File: src/rtl/host_seq.sv
// Host-side run sequencer: preloads data memory, launches the processor, waits for
// completion (with timeout), then streams result words back out.
module host_seq #(
    parameter int            DW        = 8,
    parameter int            AW        = 8,
    parameter int            LOAD_N    = 4,
    parameter int            READ_N    = 2,
    parameter logic [AW-1:0] LOAD_BASE = '0,
    parameter logic [AW-1:0] RES_BASE  = '0,
    parameter int            TIMEOUT   = 1000
) (
    input  logic          clk,
    input  logic          reset,
    input  logic          start,
    output logic [AW-1:0] src_addr,
    input  logic [DW-1:0] src_data,
    output logic          mem_wr_en,
    output logic [AW-1:0] mem_addr,
    output logic [DW-1:0] mem_wr_data,
    input  logic [DW-1:0] mem_rd_data,
    output logic          req,
    input  logic          done,
    output logic          res_valid,
    output logic [AW-1:0] res_addr,
    output logic [DW-1:0] res_data,
    output logic          busy,
    output logic          run_ok,
    output logic          timeout_err,
    output logic [15:0]   cycle_count,
    output logic [2:0]    dbg_state
);

    // Handshake: start is a one-cycle request sampled only in IDLE; req is a one-cycle
    // launch pulse; done is a level sampled only in RUN; res_valid qualifies res_addr/res_data.

    typedef enum logic [2:0] {
        S_IDLE   = 3'd0,
        S_LOAD   = 3'd1,
        S_LAUNCH = 3'd2,
        S_RUN    = 3'd3,
        S_READ   = 3'd4,
        S_FINISH = 3'd5
    } state_t;

    localparam logic [15:0] LOAD_LAST = 16'(LOAD_N - 1);
    localparam logic [15:0] READ_LAST = 16'(READ_N);
    localparam logic [15:0] TO_LAST   = 16'(TIMEOUT - 1);

    state_t      state, state_n;
    logic [15:0] cnt, cnt_n;
    logic [15:0] cycle_count_n;
    logic        run_ok_n, timeout_err_n;

    always_ff @(posedge clk or negedge reset) begin
        if (!reset) begin
            state       <= S_IDLE;
            cnt         <= '0;
            cycle_count <= '0;
            run_ok      <= 1'b0;
            timeout_err <= 1'b0;
        end else begin
            state       <= state_n;
            cnt         <= cnt_n;
            cycle_count <= cycle_count_n;
            run_ok      <= run_ok_n;
            timeout_err <= timeout_err_n;
        end
    end

    always_comb begin
        state_n       = state;
        cnt_n         = cnt;
        cycle_count_n = cycle_count;
        run_ok_n      = run_ok;
        timeout_err_n = timeout_err;
        src_addr      = '0;
        mem_wr_en     = 1'b0;
        mem_addr      = '0;
        mem_wr_data   = '0;
        req           = 1'b0;
        res_valid     = 1'b0;
        res_addr      = '0;
        res_data      = '0;

        case (state)
            S_IDLE: begin
                if (start) begin
                    run_ok_n      = 1'b0;
                    timeout_err_n = 1'b0;
                    cnt_n         = '0;
                    state_n       = (LOAD_N == 0) ? S_LAUNCH : S_LOAD;
                end
            end
            S_LOAD: begin
                mem_wr_en   = 1'b1;
                src_addr    = AW'(cnt);
                mem_addr    = LOAD_BASE + AW'(cnt);
                mem_wr_data = src_data;
                if (cnt == LOAD_LAST) begin
                    cnt_n   = '0;
                    state_n = S_LAUNCH;
                end else begin
                    cnt_n = cnt + 16'd1;
                end
            end
            S_LAUNCH: begin
                req           = 1'b1;
                cycle_count_n = '0;
                cnt_n         = '0;
                state_n       = S_RUN;
            end
            S_RUN: begin
                if (cycle_count != 16'hFFFF)
                    cycle_count_n = cycle_count + 16'd1;
                // done takes priority over an expiring timeout in the same cycle
                if (done) begin
                    state_n = S_READ;
                end else if (cycle_count >= TO_LAST) begin
                    timeout_err_n = 1'b1;
                    state_n       = S_FINISH;
                end
            end
            S_READ: begin
                // address k goes out in step k; its word returns one step later
                if (cnt < READ_LAST)
                    mem_addr = RES_BASE + AW'(cnt);
                if (cnt != 16'd0) begin
                    res_valid = 1'b1;
                    res_addr  = RES_BASE + AW'(cnt) - AW'(1);
                    res_data  = mem_rd_data;
                end
                if (cnt == READ_LAST) begin
                    cnt_n   = '0;
                    state_n = S_FINISH;
                end else begin
                    cnt_n = cnt + 16'd1;
                end
            end
            S_FINISH: begin
                run_ok_n = ~timeout_err;
                state_n  = S_IDLE;
            end
            default: begin
                state_n = S_IDLE;
            end
        endcase
    end

    assign busy      = (state != S_IDLE);
    assign dbg_state = state;

endmodule

File: config.mk
export PLATFORM = sky130hd
export DESIGN_NAME = host_seq
export DESIGN_NICKNAME = d
export VERILOG_FILES = /design/src/rtl/host_seq.sv
export SDC_FILE = /design/constraint.sdc
export NUM_CORES = 1
export LEC_CHECK = 0
export BUFFER_PORTS_ARGS = -buffer_cell sky130_fd_sc_hd__buf_4
export CAP_MARGIN = 25
export CORE_ASPECT_RATIO = 1.5
export CORE_MARGIN = 3
export CORE_UTILIZATION = 32
export CTS_CLUSTER_DIAMETER = 200
export DETAILED_ROUTE_END_ITERATION = 16
export SYNTH_ARGS = -nofsm -noshare
export SYNTH_HDL_FRONTEND = slang
export SYNTH_SLANG_ARGS = --single-unit
File: constraint.sdc
create_clock -name clk -period 1.9 [get_ports clk]
set_input_delay 0.095 -clock clk [delete_from_list [all_inputs] [get_ports clk]]
set_output_delay 0.095 -clock clk [all_outputs]
set_load 0.03 [all_outputs]
# [Word level (Yosys, flattened, before mapping)]
# Cells that the tools add are included.
[op_classes] add_sub_neg=3 multipliers=0 n_div=0 n_lt_le_gt_ge=2 eq_ne=15 shift=0 n_mux=29 bitwise_logic=1 reduce_logical=12
[op_table] cell="16-bit two-way mux" count=4
[op_table] cell="16-bit one-hot mux with 4 select lines" count=1
[op_table] cell="8-bit two-way mux" count=7
[op_table] cell="16-bit by 1-bit adder with 16-bit output, second input constant" count=2
[op_table] cell="16-bit by 2-bit == test with 1-bit output, second input constant" count=2
[op_table] cell="16-bit one-hot mux with 2 select lines" count=1
[op_table] cell="16-bit by 10-bit >= comparator with 1-bit output, second input constant" count=1
[op_table] cell="16-bit by 2-bit less-than comparator with 1-bit output, second input constant" count=1
[op_table] cell="16-bit inequality test, second input constant" count=1
[op_table] cell="8-bit one-hot mux with 2 select lines" count=1
[op_table] cell="16-bit nonzero test" count=1
[op_table] cell="3-bit two-way mux" count=5
[op_table] cell="3-bit one-hot mux with 5 select lines" count=1
[op_table] cell="2-bit inequality test, second input constant" count=6
[op_table] cell="4-bit AND reduction" count=2
[op_table] cell="8-bit by 1-bit subtractor with 8-bit output, second input constant" count=1
[op_table] cell="1-bit two-way mux" count=7
[op_table] cell="3-bit by 2-bit == test with 1-bit output, second input constant" count=2
[op_table] cell="3-bit == test, second input constant" count=2
[op_table] cell="2-bit AND reduction" count=3
[op_table] cell="2-bit nonzero test" count=3
[op_table] cell="1-bit one-hot mux with 2 select lines" count=2
[op_table] cell="4-bit nonzero test" count=1
[op_table] cell="3-bit by 1-bit == test with 1-bit output, second input constant" count=1
[op_table] cell="other kinds (4)" count=4
[totals] register_bits=37 latchBits=0 mem_bits_rw=0 mem_bits_ro=0 inputBits=20 output_inout_bits=65 memories=0

# [Longest topological paths before layout]
# Gate-level depths: netlist (run 1).
[logic_depth] word_depth=4 mapped_depth=6

# [Worst setup path before layout (run 1)]
# No wires, ideal clock.
[synth_timing] path_kind="flip-flop to output port" startpoint="register cnt[6]" endpoint="output port mem_addr[0]" arrival_ns=1.970 t_required_ns=1.805 setup_slack_ns=-0.165 path_stages_with_launch=6 n_path_buf=1 path_cell_list="dfrtp_1 -> buf_6 -> nor4_4 -> nand4_2 -> o31a_1 -> nor3_1"
[synth_via] elab_chain_cells=3
[synth_rtl] element="start: declaration" line="50" text="logic [15:0] cnt, cnt_n;"
[synth_rtl] element="start signal: assignment" line="63" text="cnt <= cnt_n;"
[synth_rtl] element="16-bit by 2-bit less-than comparator with 1-bit output" line="125" text="if (cnt < READ_LAST)"
[synth_rtl] element="8-bit two-way mux" line="125"
[synth_rtl] element="8-bit one-hot mux with 2 select lines" line="85" text="case (state)"
[synth_rtl] element="end: declaration" line="18" text="output logic [AW-1:0] mem_addr,"
# Every way passes these cells.

# [Final worst setup path (run 1)]
[layout_timing] startpoint="register cnt[12]" endpoint="output port res_data[1]"
[layout_via] elab_chain_cells=3
[layout_rtl] element="16-bit nonzero test" line="127" text="if (cnt != 16'd0) begin"
[layout_rtl] element="8-bit two-way mux" line="127"
[layout_rtl] element="8-bit two-way mux" line="85"
[layout_rtl] element="end: declaration" line="25" text="output logic [DW-1:0] res_data,"
# Every way passes these cells.

==> run_results.csv, run 1 <==
group,metric,value,unit
run_status,status,"completed",
global_routing,grt-ovfl-total,0,
global_routing,grt_pass1_wl,13800,µm
final_layout,final_cells,556,
clocking,ctsHtreeMaxLevel,2,
routing,first_pass_iters,4,
placed_design,gp_congestion,0.804,
global_routing,grt_pass1_vias,2887,
synth,yosysUniqueCellTypes,57,
routing,via_per_inst,5.38,
sta,finalSetupViolations,0,
routing,ant_nets,0,
hold_path,hold_path.class,"in -> reg",
setup_path,slowest_delay,420,ps
synth,synth-seq-area-share,33.2,%
sta,hold_viol,0,
final_layout,multi_input_area,1800,µm²
setup_path,crit_path_end_kind,"output port",
final_layout,fillers,815,
setup_path,cp_top_family,"simple AND/OR/NAND/NOR gates",
pwr,leakage,1.90,nW
final_layout,ff_latch_area,931,µm²
synth,async_reset_ff_share,100,%
die,core_area,8460,µm²
setup_path,worst_r2r_startpoint,"cycle_count[0]$_DFFE_PN0P_",
final_layout,n_antenna_cell,0,
die,rows,41,
synth,synthCells,330,
setup_path,crit_chain,"nor4_4, nand4_4, o21bai_4, inv_2, and2_1, buf_6",
clocking,clk_latency,280,ps
routing,topRoutingLayerUsed,"met4",
global_routing,antenna_found_initial,0,
final_layout,fin_nets,473,
flow_run,maxCapViolCount,0,
setup_path,critPathLaunch,"cnt[12]$_DFFE_PN0P_",
setup_path,reg2reg_slack,70,ps
pwr,powerDensity,901,nW/µm²
global_routing,grt_usage,17.4,%
die,initial_core_util,32.9,%
placed_design,place_ws,-51.7,ps
sta,fin_skew,4.21,ps
setup_path,r2r_cells,6,
hold_path,hold_depth,2,
routing,drt_iter0_drc,135,
hold_path,whs_endpoint,"timeout_err$_DFFE_PN0P_",
die,dieArea,9890,µm²
clocking,cts-root-buf,"clkbuf_16",
setup_path,r2r_end,"cycle_count[11]$_DFFE_PN0P_",
synth,synth-edff-count,0,
synth,ys_ff_latch,37,
routing,wl_met1,3380,µm
setup_path,startpoint_type,"register",
clocking,clk_pin_slew,60,ps
routing,totalWireLength,8650,µm
synth,syn_area,2790,µm²
die,die_y,120,µm
clocking,clock_path_buffers,2,
routing,dr_wl_met2,4540,µm
sta,final_max_slew_viol_count,0,
sta,tightestPinTransition,493,ps
die,num_io_pins,85,
final_layout,fin_util,48.5,%
routing,via_count,2990,
placed_design,portBuffers,84,
clocking,clock_sinks,37,
final_layout,area_delta_synth_final,47.4,%
setup_path,crit_type,"reg -> out",
setup_path,path_max_fanout,9,
final_layout,drive_above_1_share,37.2,%
sta,layout_setup_ws,6.73,ps
die,die_w,82.2,µm
setup_path,cp.arrival,1800,ps
sta,relSlewSlack,66.3,%
setup_path,crit_buf_inv,2,
placed_design,placed_cells,539,
clocking,cts_buffers,5,
routing,drc,0,
sta,fin_crit,1890,ps
sta,fmax,0.528,GHz
pwr,max-vdd-ir-drop,0.579,mV
placed_design,dp_hpwl,6530,µm
synth,syn_avg_cell_area,8.45,µm²
hold_path,hp-start,"done",
clocking,cts_tree,"done",
synth,yosys_warnings,0,
routing,wl_met3,581,µm
routing,wl_per_cell,15.6,µm
sta,rsz0062_at_grt,"yes",
global_routing,grt_max_degree,38,
setup_path,cp_slowest_cell,"dfrtp_1",
sta,post-route-period-util,99.6,%
synth,ys.flop_type,"dfrtp_1",
setup_path,cp.required,1800,ps
synth,syn_nets,355,
[registers in the layout (all words and copies together), names as in the netlist]
| name | flops |
|---|---|
| cnt | 16 |
| timeout_err | 1 |
| cycle_count | 16 |
| dbg_state | 3 |
| run_ok | 1 |
[worst max-delay path by stage]
stage | to | slack (ps) | cells after the start
after global routing | res_data[1] | -120 | 6
after detailed placement | res_data[7] | -50 | 6
after global placement | mem_addr[0] | -30 | 5
final | res_data[1] | 7 | 6
after CTS | res_data[4] | -70 | 6
after floorplan | mem_wr_data[1] | 7 | 4
[area by class of cell]
| cell class | count | area share (%) |
|---|---|---|
| clock buffers | 6 | 3.14 |
| clock inverters | 2 | 0.244 |
| inverters | 12 | 1.10 |
| multi-input cells | 261 | 43.9 |
| flip-flops and latches | 37 | 22.7 |
| well taps | 107 | 3.26 |
| repair buffers | 131 | 25.7 |
[synth_stat cells (all sizes together) (6+ instances only)]
cell type	n	share of area [%]
dfrtp	37	33
nand2	37	5.0
and2	34	7.6
nand3	22	3.9
nand4	16	4.4
nor2	16	2.2
o21ai	15	3.1
a21oi	12	2.2
buf	12	2.5
inv	11	1.5
nand2b	10	2.2
clkbuf	8	1.1
nor4	8	2.3
o311ai	7	3.5
o31ai	7	1.9
or3	7	1.6
and4	6	1.9
nor3	6	1.7
[report_power, final]
| group | switching [W] | total (W) | internal [W] |
|---|---|---|---|
| logic | 0.00118 | 0.00196 | 0.000775 |
| clock network | 0.000323 | 0.000805 | 0.000482 |
| registers | 0.0000869 | 0.000935 | 0.000848 |
| total | 0.00159 | 0.00370 | 0.00210 |
[metrics by stage]
step	hold WS, ps	TNS (ps)	power, W	cell area [µm²]
after floorplan	-201	0	0.00209	2800
final	11.2	0	0.00370	4110
after CTS	2.62	-955	0.00372	4030
after detailed placement	101	-352	0.00288	3770
after global placement	99.6	-267	0.00287	3770
after global routing	11.7	-1830	0.00393	4110
[layer usage]
| layer | track usage [%] | vias up |
|---|---|---|
| met5 | 0 | - |
| met4 | 5.30 | 0 |
| met3 | 2.91 | 15 |
| met2 | 32.4 | 101 |
| met1 | 19.4 | 1421 |
| li1 | - | 1453 |
[worst register-to-register path: cells and delay by family, from the launching register on]
kind                     cells  cell delay, ps
buffers and inverters        1             170
AO/OA/AOI/OAI                1             140
flip-flops                   1             460
adder cells (fa/ha/maj)      1             200
AND/OR/NAND/NOR              3             800
[layout by cell type, fill, tap and decap left out, types with 3 or more instances in the layout]
master	synthesis	layout
inv_1	10	10
ha_1	5	4
and4_1	6	6
a211oi_1	5	4
nor3_2	1	3
dfrtp_2	0	4
o21ai_0	14	14
nand2b_1	10	10
mux2i_1	3	3
clkbuf_16	0	5
and2_1	34	33
nand4_1	14	14
nor2_1	16	16
buf_12	0	3
dfrtp_1	37	33
or3_1	7	7
nand2_1	37	37
o211ai_1	4	4
buf_4	3	117
o311ai_2	5	5
and3_1	5	5
nor4_4	1	3
a21oi_1	12	12
nand3_1	22	22
o31ai_1	7	7
a2111o_1	3	3
buf_6	1	9
or4_1	5	5
xnor2_1	4	4
nor4_1	7	3
[cell families (layout without fill, tap and decap cells)]
family / count (synthesis) / count (layout) / synth area share, %
buf+inv: 32 / 151 / 5.21
flops: 37 / 37 / 33.2
simple gates: 179 / 179 / 37.0
fa+ha+maj: 5 / 5 / 2.24
mux: 3 / 3 / 1.08
xor+xnor: 6 / 6 / 1.89
compound gates: 68 / 68 / 19.4
[repair_timing]
item	4_1_cts	5_1_grt
hold buffers	1	0
hold endpoints to repair	37	0
pin swaps	4	6
gates resized for setup	18	8
buffers inserted	4	4
endpoints found under the setup margin	21	21
(Power assumes the default switching activity.)
==> inputs of run 2 (changes only) <==
--- a/config.mk
+++ b/config.mk
@@ -5,6 +5,7 @@
 export SDC_FILE = /design/constraint.sdc
 export NUM_CORES = 1
 export LEC_CHECK = 0
+export ABC_AREA = 1
 export BUFFER_PORTS_ARGS = -buffer_cell sky130_fd_sc_hd__buf_4
 export CAP_MARGIN = 25
 export CORE_ASPECT_RATIO = 1.5
==> run 2 against run 1 <==
Die area grew 2.1%. First-iteration DRC count grew 26%. Via count grew 4.6%. Combinational power grew 24%. Sequential power grew 11%. Fmax grew 4.4%. Sequential share of layout area grew 1.1 points. Critical path depth grew 1. Worst setup slack gained 79 ps. Clock skew grew 1.7 ps. Flip-flop and latch count is the same. Critical path type unchanged. Highest routed layer unchanged.
==> run_results.csv, run 2 <==
group,metric,value,unit
run_status,status,"completed",
synth,synthXorXnorAreaFrac,4.30,%
clocking,clk_latency,290,ps
setup_path,cp_slowest_cell,"dfrtp_2",
clocking,cts_buffers,5,
routing,ant_nets,0,
synth,yosysUniqueCellTypes,34,
setup_path,path_max_fanout,8,
routing,via_count,3127,
final_layout,area_delta_synth_final,38.3,%
global_routing,antenna_found_initial,0,
sta,fin_crit,1810,ps
routing,via_per_inst,4.80,
global_routing,grt_usage,17.2,%
setup_path,endpoint,"res_addr[1]",
global_routing,grt_max_degree,38,
die,die_y,122,µm
synth,synth-seq-area-share,32.5,%
synth,syn_area,2850,µm²
synth,synth_common_cells,"nand2_1, nor2_1, inv_1",
setup_path,startpoint_type,"register",
setup_path,slowest_delay,430,ps
final_layout,final_common_cell,"nand2_1",
setup_path,crit_top_cell,"nor2_2",
synth,yosys.area_share.simple,40.4,%
clocking,clock_sinks,37,
setup_path,cp.required,1800,ps
placed_design,gp_congestion,0.904,
flow_run,maxCapViolCount,0,
final_layout,fin_nets,568,
pwr,max-vdd-ir-drop,0.574,mV
final_layout,layout.cells.most_common_list,"nand2_1, buf_4, nor2_1",
setup_path,reg2reg_slack,250,ps
routing,wl_per_cell,13.2,µm
clocking,cts-root-buf,"clkbuf_16",
sta,fmax,0.551,GHz
sta,final_max_slew_viol_count,0,
sta,tightestPinTransition,508,ps
routing,drt_iter0_drc,170,
placed_design,portBuffers,84,
die,core_area,8570,µm²
sta,post-route-period-util,95.5,%
global_routing,grt_pass1_wl,14300,µm
setup_path,crit_path_end_kind,"output port",
synth,synthAdderAreaFrac,2.20,%
pwr,power_frac_clock,20.6,%
clocking,clock_path_buffers,2,
die,die_w,83.0,µm
synth,syn_nets,464,
setup_path,crit_type,"reg -> out",
setup_path,crit_chain,"nor2_2, nand2_1, nor2_2, nand4_1, nand2_2, nor2_1, buf_4",
routing,first_pass_iters,4,
die,dieArea,10100,µm²
pwr,pwr-share-seq,23.8,%
sta,finalSetupViolations,0,
sta,hold_viol,0,
setup_path,r2r_end,"cnt[12]$_DFFE_PN0P_",
synth,synthDominantCellAreaShare,32.5,%
synth,yosys_warnings,0,
pwr,powerDensity,1110,nW/µm²
pwr,total_power,0.00439,W
clocking,clk_pin_slew,60,ps
synth,ys.flop_type,"dfrtp_1",
pwr,switching_share,48.9,%
synth,yosys-mux-area-fraction,0,%
setup_path,r2r_cells,8,
global_routing,grt-ovfl-total,0,
synth,synth-edff-count,0,
placed_design,dp_hpwl,6440,µm
die,initial_core_util,33.3,%
setup_path,cp.arrival,1720,ps
synth,synth_compound_area_share,9.79,%
die,rows,41,
synth,yosysMostFrequentCell,"nand2_1",
die,num_io_pins,85,
global_routing,grt_pass1_vias,3089,
routing,totalWireLength,8570,µm
pwr,leakage,2.10,nW
synth,synthCells,439,
synth,synth_top_family_by_area,"simple AND/OR/NAND/NOR gates",
placed_design,postPlaceCellArea,3630,µm²
placed_design,place_ws,189,ps
pwr,switching_power,0.00214,W
pwr,internal_power,0.00224,W
routing,drc,0,
pwr,pwr-share-comb,55.7,%
setup_path,worst_r2r_startpoint,"cnt[0]$_DFFE_PN0P_",
sta,relSlewSlack,66.1,%
synth,async_reset_ff_share,100,%
synth,syn_avg_cell_area,6.49,µm²
hold_path,hold_path.class,"in -> reg",
setup_path,critPathLaunch,"cnt[11]$_DFFE_PN0P_",
clocking,cts_tree,"done",
sta,layout_setup_ws,85.7,ps
final_layout,drive_above_1_share,30.7,%
final_layout,fin_area,3940,µm²
synth,synth_top_cell_by_area,"dfrtp_1",
sta,fin_skew,5.94,ps
final_layout,n_antenna_cell,0,
synth,synthTopCellsByArea,"dfrtp_1, nand2_1, nor2_1, inv_1, nand3_1",
clocking,ctsHtreeMaxLevel,2,
synth,ys_ff_latch,37,
## run 2: metrics by stage
| step | hold slack (ps) | util (%) | cells | setup TNS, ps |
|---|---|---|---|---|
| floorplan | -201 | - | 439 | 0 |
| global placement | 107 | 42.4 | 631 | 0 |
| detailed placement | 111 | 42.4 | 631 | 0 |
| CTS | 148 | 44.4 | 640 | 0 |
| global route | 197 | 46.0 | 651 | -102 |
| finish | 152 | 46.0 | 651 | 0 |
## run 2: cell families (layout without fill, tap and decap cells)
kind of cell | Yosys count | in the layout
AO/OA/AOI/OAI | 42 | 42
XOR/XNOR | 14 | 14
adder cells (fa/ha/maj) | 5 | 5
buffers and inverters | 73 | 177
flip-flops | 37 | 37
AND/OR/NAND/NOR | 268 | 269
## run 2: layout make-up
cell class	count	area (µm²)
Tap cell	107	134
Inverter	61	231
Timing Repair Buffer	108	813
Clock buffer	7	153
Multi-Input combinational cell	330	1670
Clock inverter	1	5.00
Fill cell	915	4630
Sequential cell	37	937
## run 2: worst min path at each step
stage          start                          end  slack (ps)  cells after the start
2_1_floorplan  reset           cnt[0]$_DFFE_PN0P_        -200                      0
3_3_place_gp   reset  cycle_count[13]$_DFFE_PN0P_         110                      1
6_report        done      timeout_err$_DFFE_PN0P_         150                      4
4_1_cts         done      timeout_err$_DFFE_PN0P_         150                      4
3_5_place_dp   reset  cycle_count[13]$_DFFE_PN0P_         110                      1
5_1_grt        start      timeout_err$_DFFE_PN0P_         200                      4
## run 2: worst max-delay path: cells and delay by family (launching register included)
| family | cells | cell delay [ps] |
|---|---|---|
| simple gates | 6 | 840 |
| flops | 1 | 430 |
| buf+inv | 1 | 160 |
## run 2: what timing repair did
item | in CTS | in global routing
endpoints found under the hold margin | 37 | 0
setup buffers | 0 | 10
hold buffers | 1 | 0
pin swaps | 0 | 5
gates resized for setup | 2 | 26
setup endpoints to repair | 16 | 20
gates cloned | 0 | 1
## run 2: power groups by stage
| stage | logic (W) | clock network [W] | registers [W] |
|---|---|---|---|
| after global routing | 0.00270 | 0.000964 | 0.00106 |
| final | 0.00244 | 0.000902 | 0.00104 |
| after floorplan | 0.00160 | 0 | 0.00109 |
| after detailed placement | 0.00241 | 0 | 0.00104 |
| after global placement | 0.00240 | 0 | 0.00103 |
| after CTS | 0.00244 | 0.000924 | 0.00103 |
## run 2: layer usage
metal	track usage, %	wire length, µm
met1	18.7	3350
met2	32.4	4560
met3	4.26	521
met4	5.32	136
met5	0	0
==> inputs of run 3 (changes only) <==
--- a/config.mk
+++ b/config.mk
@@ -10,9 +10,10 @@
 export CAP_MARGIN = 25
 export CORE_ASPECT_RATIO = 1.5
 export CORE_MARGIN = 3
-export CORE_UTILIZATION = 32
+export CORE_UTILIZATION = 50
 export CTS_CLUSTER_DIAMETER = 200
 export DETAILED_ROUTE_END_ITERATION = 16
+export PLACE_DENSITY = 0.78
 export SYNTH_ARGS = -nofsm -noshare
 export SYNTH_HDL_FRONTEND = slang
 export SYNTH_SLANG_ARGS = --single-unit
==> constraint.sdc (replaced) <==
create_clock -name clk -period 2.33 [get_ports clk]
set_input_delay 0.1165 -clock clk [delete_from_list [all_inputs] [get_ports clk]]
set_output_delay 0.1165 -clock clk [all_outputs]
set_load 0.03 [all_outputs]
==> run 3 against run 2 <==
Combinational power is 24% lower. Register-to-register slack better by 100 ps. Utilization is 20 points higher. Die area is 34% lower. Flip-flop and latch count stayed put. Wire length is 7.5% lower. Hold slack worse by 3.3 ps. Global-route usage is 7.3 points higher. Worst setup slack better by 110 ps. Critical path depth is 1 lower. Critical path type unchanged. Sequential power is 19% lower.
==> run_results.csv, run 3 (synthesis gave the netlist of run 2 again) <==
group,metric,value,unit
global_routing,grt_usage,24.5,%
sta,fin_crit,2140,ps
sta,fmax,0.468,GHz
die,core_area,5490,µm²
clocking,cts-root-buf,"clkbuf_8",
routing,wl_per_cell,13.4,µm
hold_path,hold_path.class,"in -> reg",
clocking,cts_buffers,5,
final_layout,final_cells,591,
pwr,max-vdd-ir-drop,0.497,mV
die,dieArea,6660,µm²
clocking,cts_tree,"done",
setup_path,path_max_fanout,17,
sta,post-route-period-util,91.7,%
final_layout,fin_nets,546,
global_routing,grt-ovfl-total,0,
setup_path,worst_r2r_startpoint,"dbg_state[0]$_DFFE_PN0P_",
run_status,status,"completed",
hold_path,whs_endpoint,"timeout_err$_DFFE_PN0P_",
routing,first_pass_iters,4,
sta,relSlewSlack,61.0,%
final_layout,drive_above_1_share,23.2,%
hold_path,hold_depth,4,
setup_path,cp.arrival,2020,ps
die,num_io_pins,85,
global_routing,grt_pass1_wl,13000,µm
setup_path,cp.required,2210,ps
sta,hold_viol,0,
sta,tightestPinTransition,585,ps
final_layout,fillers,509,
routing,via_per_inst,5.27,
final_layout,final_common_cell,"nand2_1",
sta,layout_setup_ws,194,ps
setup_path,startpoint_type,"register",
routing,ant_nets,0,
sta,final_max_slew_viol_count,0,
placed_design,gp_congestion,0.890,
placed_design,placed_cells,583,
clocking,clock_sinks,37,
hold_path,hp-start,"done",
clocking,clk_latency,290,ps
pwr,powerDensity,878,nW/µm²
routing,totalWireLength,7930,µm
setup_path,r2r_end,"cnt[1]$_DFFE_PN0P_",
final_layout,layout.cells.most_common_list,"nand2_1, nor2_1, buf_4",
sta,finalSetupViolations,0,
die,initial_core_util,51.9,%
clocking,ctsHtreeMaxLevel,2,
clocking,clk_pin_slew,70,ps
routing,via_count,3114,
die,die_w,67.6,µm
clocking,clock_path_buffers,2,
setup_path,reg2reg_slack,350,ps
setup_path,crit_type,"reg -> out",
die,rows,33,
final_layout,n_antenna_cell,0,
global_routing,antenna_found_initial,0,
clocking,cts_setup_buffers,0,
flow_run,maxCapViolCount,0,
placed_design,dp_hpwl,6040,µm
setup_path,crit_path_end_kind,"output port",
pwr,leakage,1.95,nW
sta,setup-tns-final,0,ps
sta,rsz0062_at_grt,"no",
sta,hold_ws,149,ps
global_routing,grt_pass1_vias,3038,
setup_path,r2r_cells,7,
die,die_y,98.5,µm
sta,fin_skew,5.19,ps
routing,drc,0,
placed_design,place_ws,155,ps
final_layout,area_delta_synth_final,26.4,%
routing,drt_iter0_drc,127,
placed_design,portBuffers,84,
global_routing,grt_max_degree,38,
## run 3: per-layer routing
| layer | share of wire, % | vias up | GRT usage [%] |
|---|---|---|---|
| met3 | 6.0 | 18 | 3.31 |
| met5 | 0 | - | 0 |
| met1 | 37 | 1434 | 26.0 |
| met4 | 2.1 | 0 | 9.53 |
| met2 | 54 | 116 | 46.3 |
| li1 | - | 1546 | - |
## run 3: repair_timing
action,4_1_cts,5_1_grt
endpoints found under the hold margin,37,0
resized for setup,0,1
setup endpoints to repair,0,10
hold buffers,1,0
## run 3: final cells by class
cell class                 count  area (µm²)  area share [%]
multi-input combinational    329        1620            44.9
sequential                    37         926            25.7
timing repair buffer          87         656            18.2
inverter                      61         229            6.36
tap                           70        87.6            2.43
clock buffer                   7        86.3            2.40
## run 3: metrics by stage
step	utilization [%]	total power (W)	cell area, µm²
2_1_floorplan	-	0.00219	2850
3_3_place_gp	63.8	0.00267	3500
3_5_place_dp	63.8	0.00271	3500
4_1_cts	65.6	0.00317	3600
5_1_grt	65.6	0.00335	3600
6_report	65.6	0.00316	3600
## run 3: how the worst max path moves through the flow
stage,startpoint,endpoint,slack [ps]
after global routing,dbg_state[1]$_DFFE_PN0P_,res_addr[5],30
final,dbg_state[1]$_DFFE_PN0P_,res_data[3],190
after global placement,cycle_count[0]$_DFFE_PN0P_,cycle_count[12]$_DFFE_PN0P_,250
after detailed placement,cycle_count[0]$_DFFE_PN0P_,cycle_count[13]$_DFFE_PN0P_,150
after CTS,cycle_count[0]$_DFFE_PN0P_,cycle_count[13]$_DFFE_PN0P_,130
after floorplan,dbg_state[0]$_DFFE_PN0P_,mem_addr[0],530
## run 3: worst max-delay path, cell delays in order, from the launching register on
cell and delay, ps:
dfrtp_1 460, nor2_1 290, nand2_2 140, inv_2 260
nand2_2 250, nor2_1 160, buf_4 170
## run 3: where the power goes
part	internal, W	switching [W]	leakage, nW
clock	0.000235	0.000228	0.0443
sequential	0.000711	0.000132	0.510
combinational	0.000574	0.00128	1.39
total	0.00152	0.00164	1.95
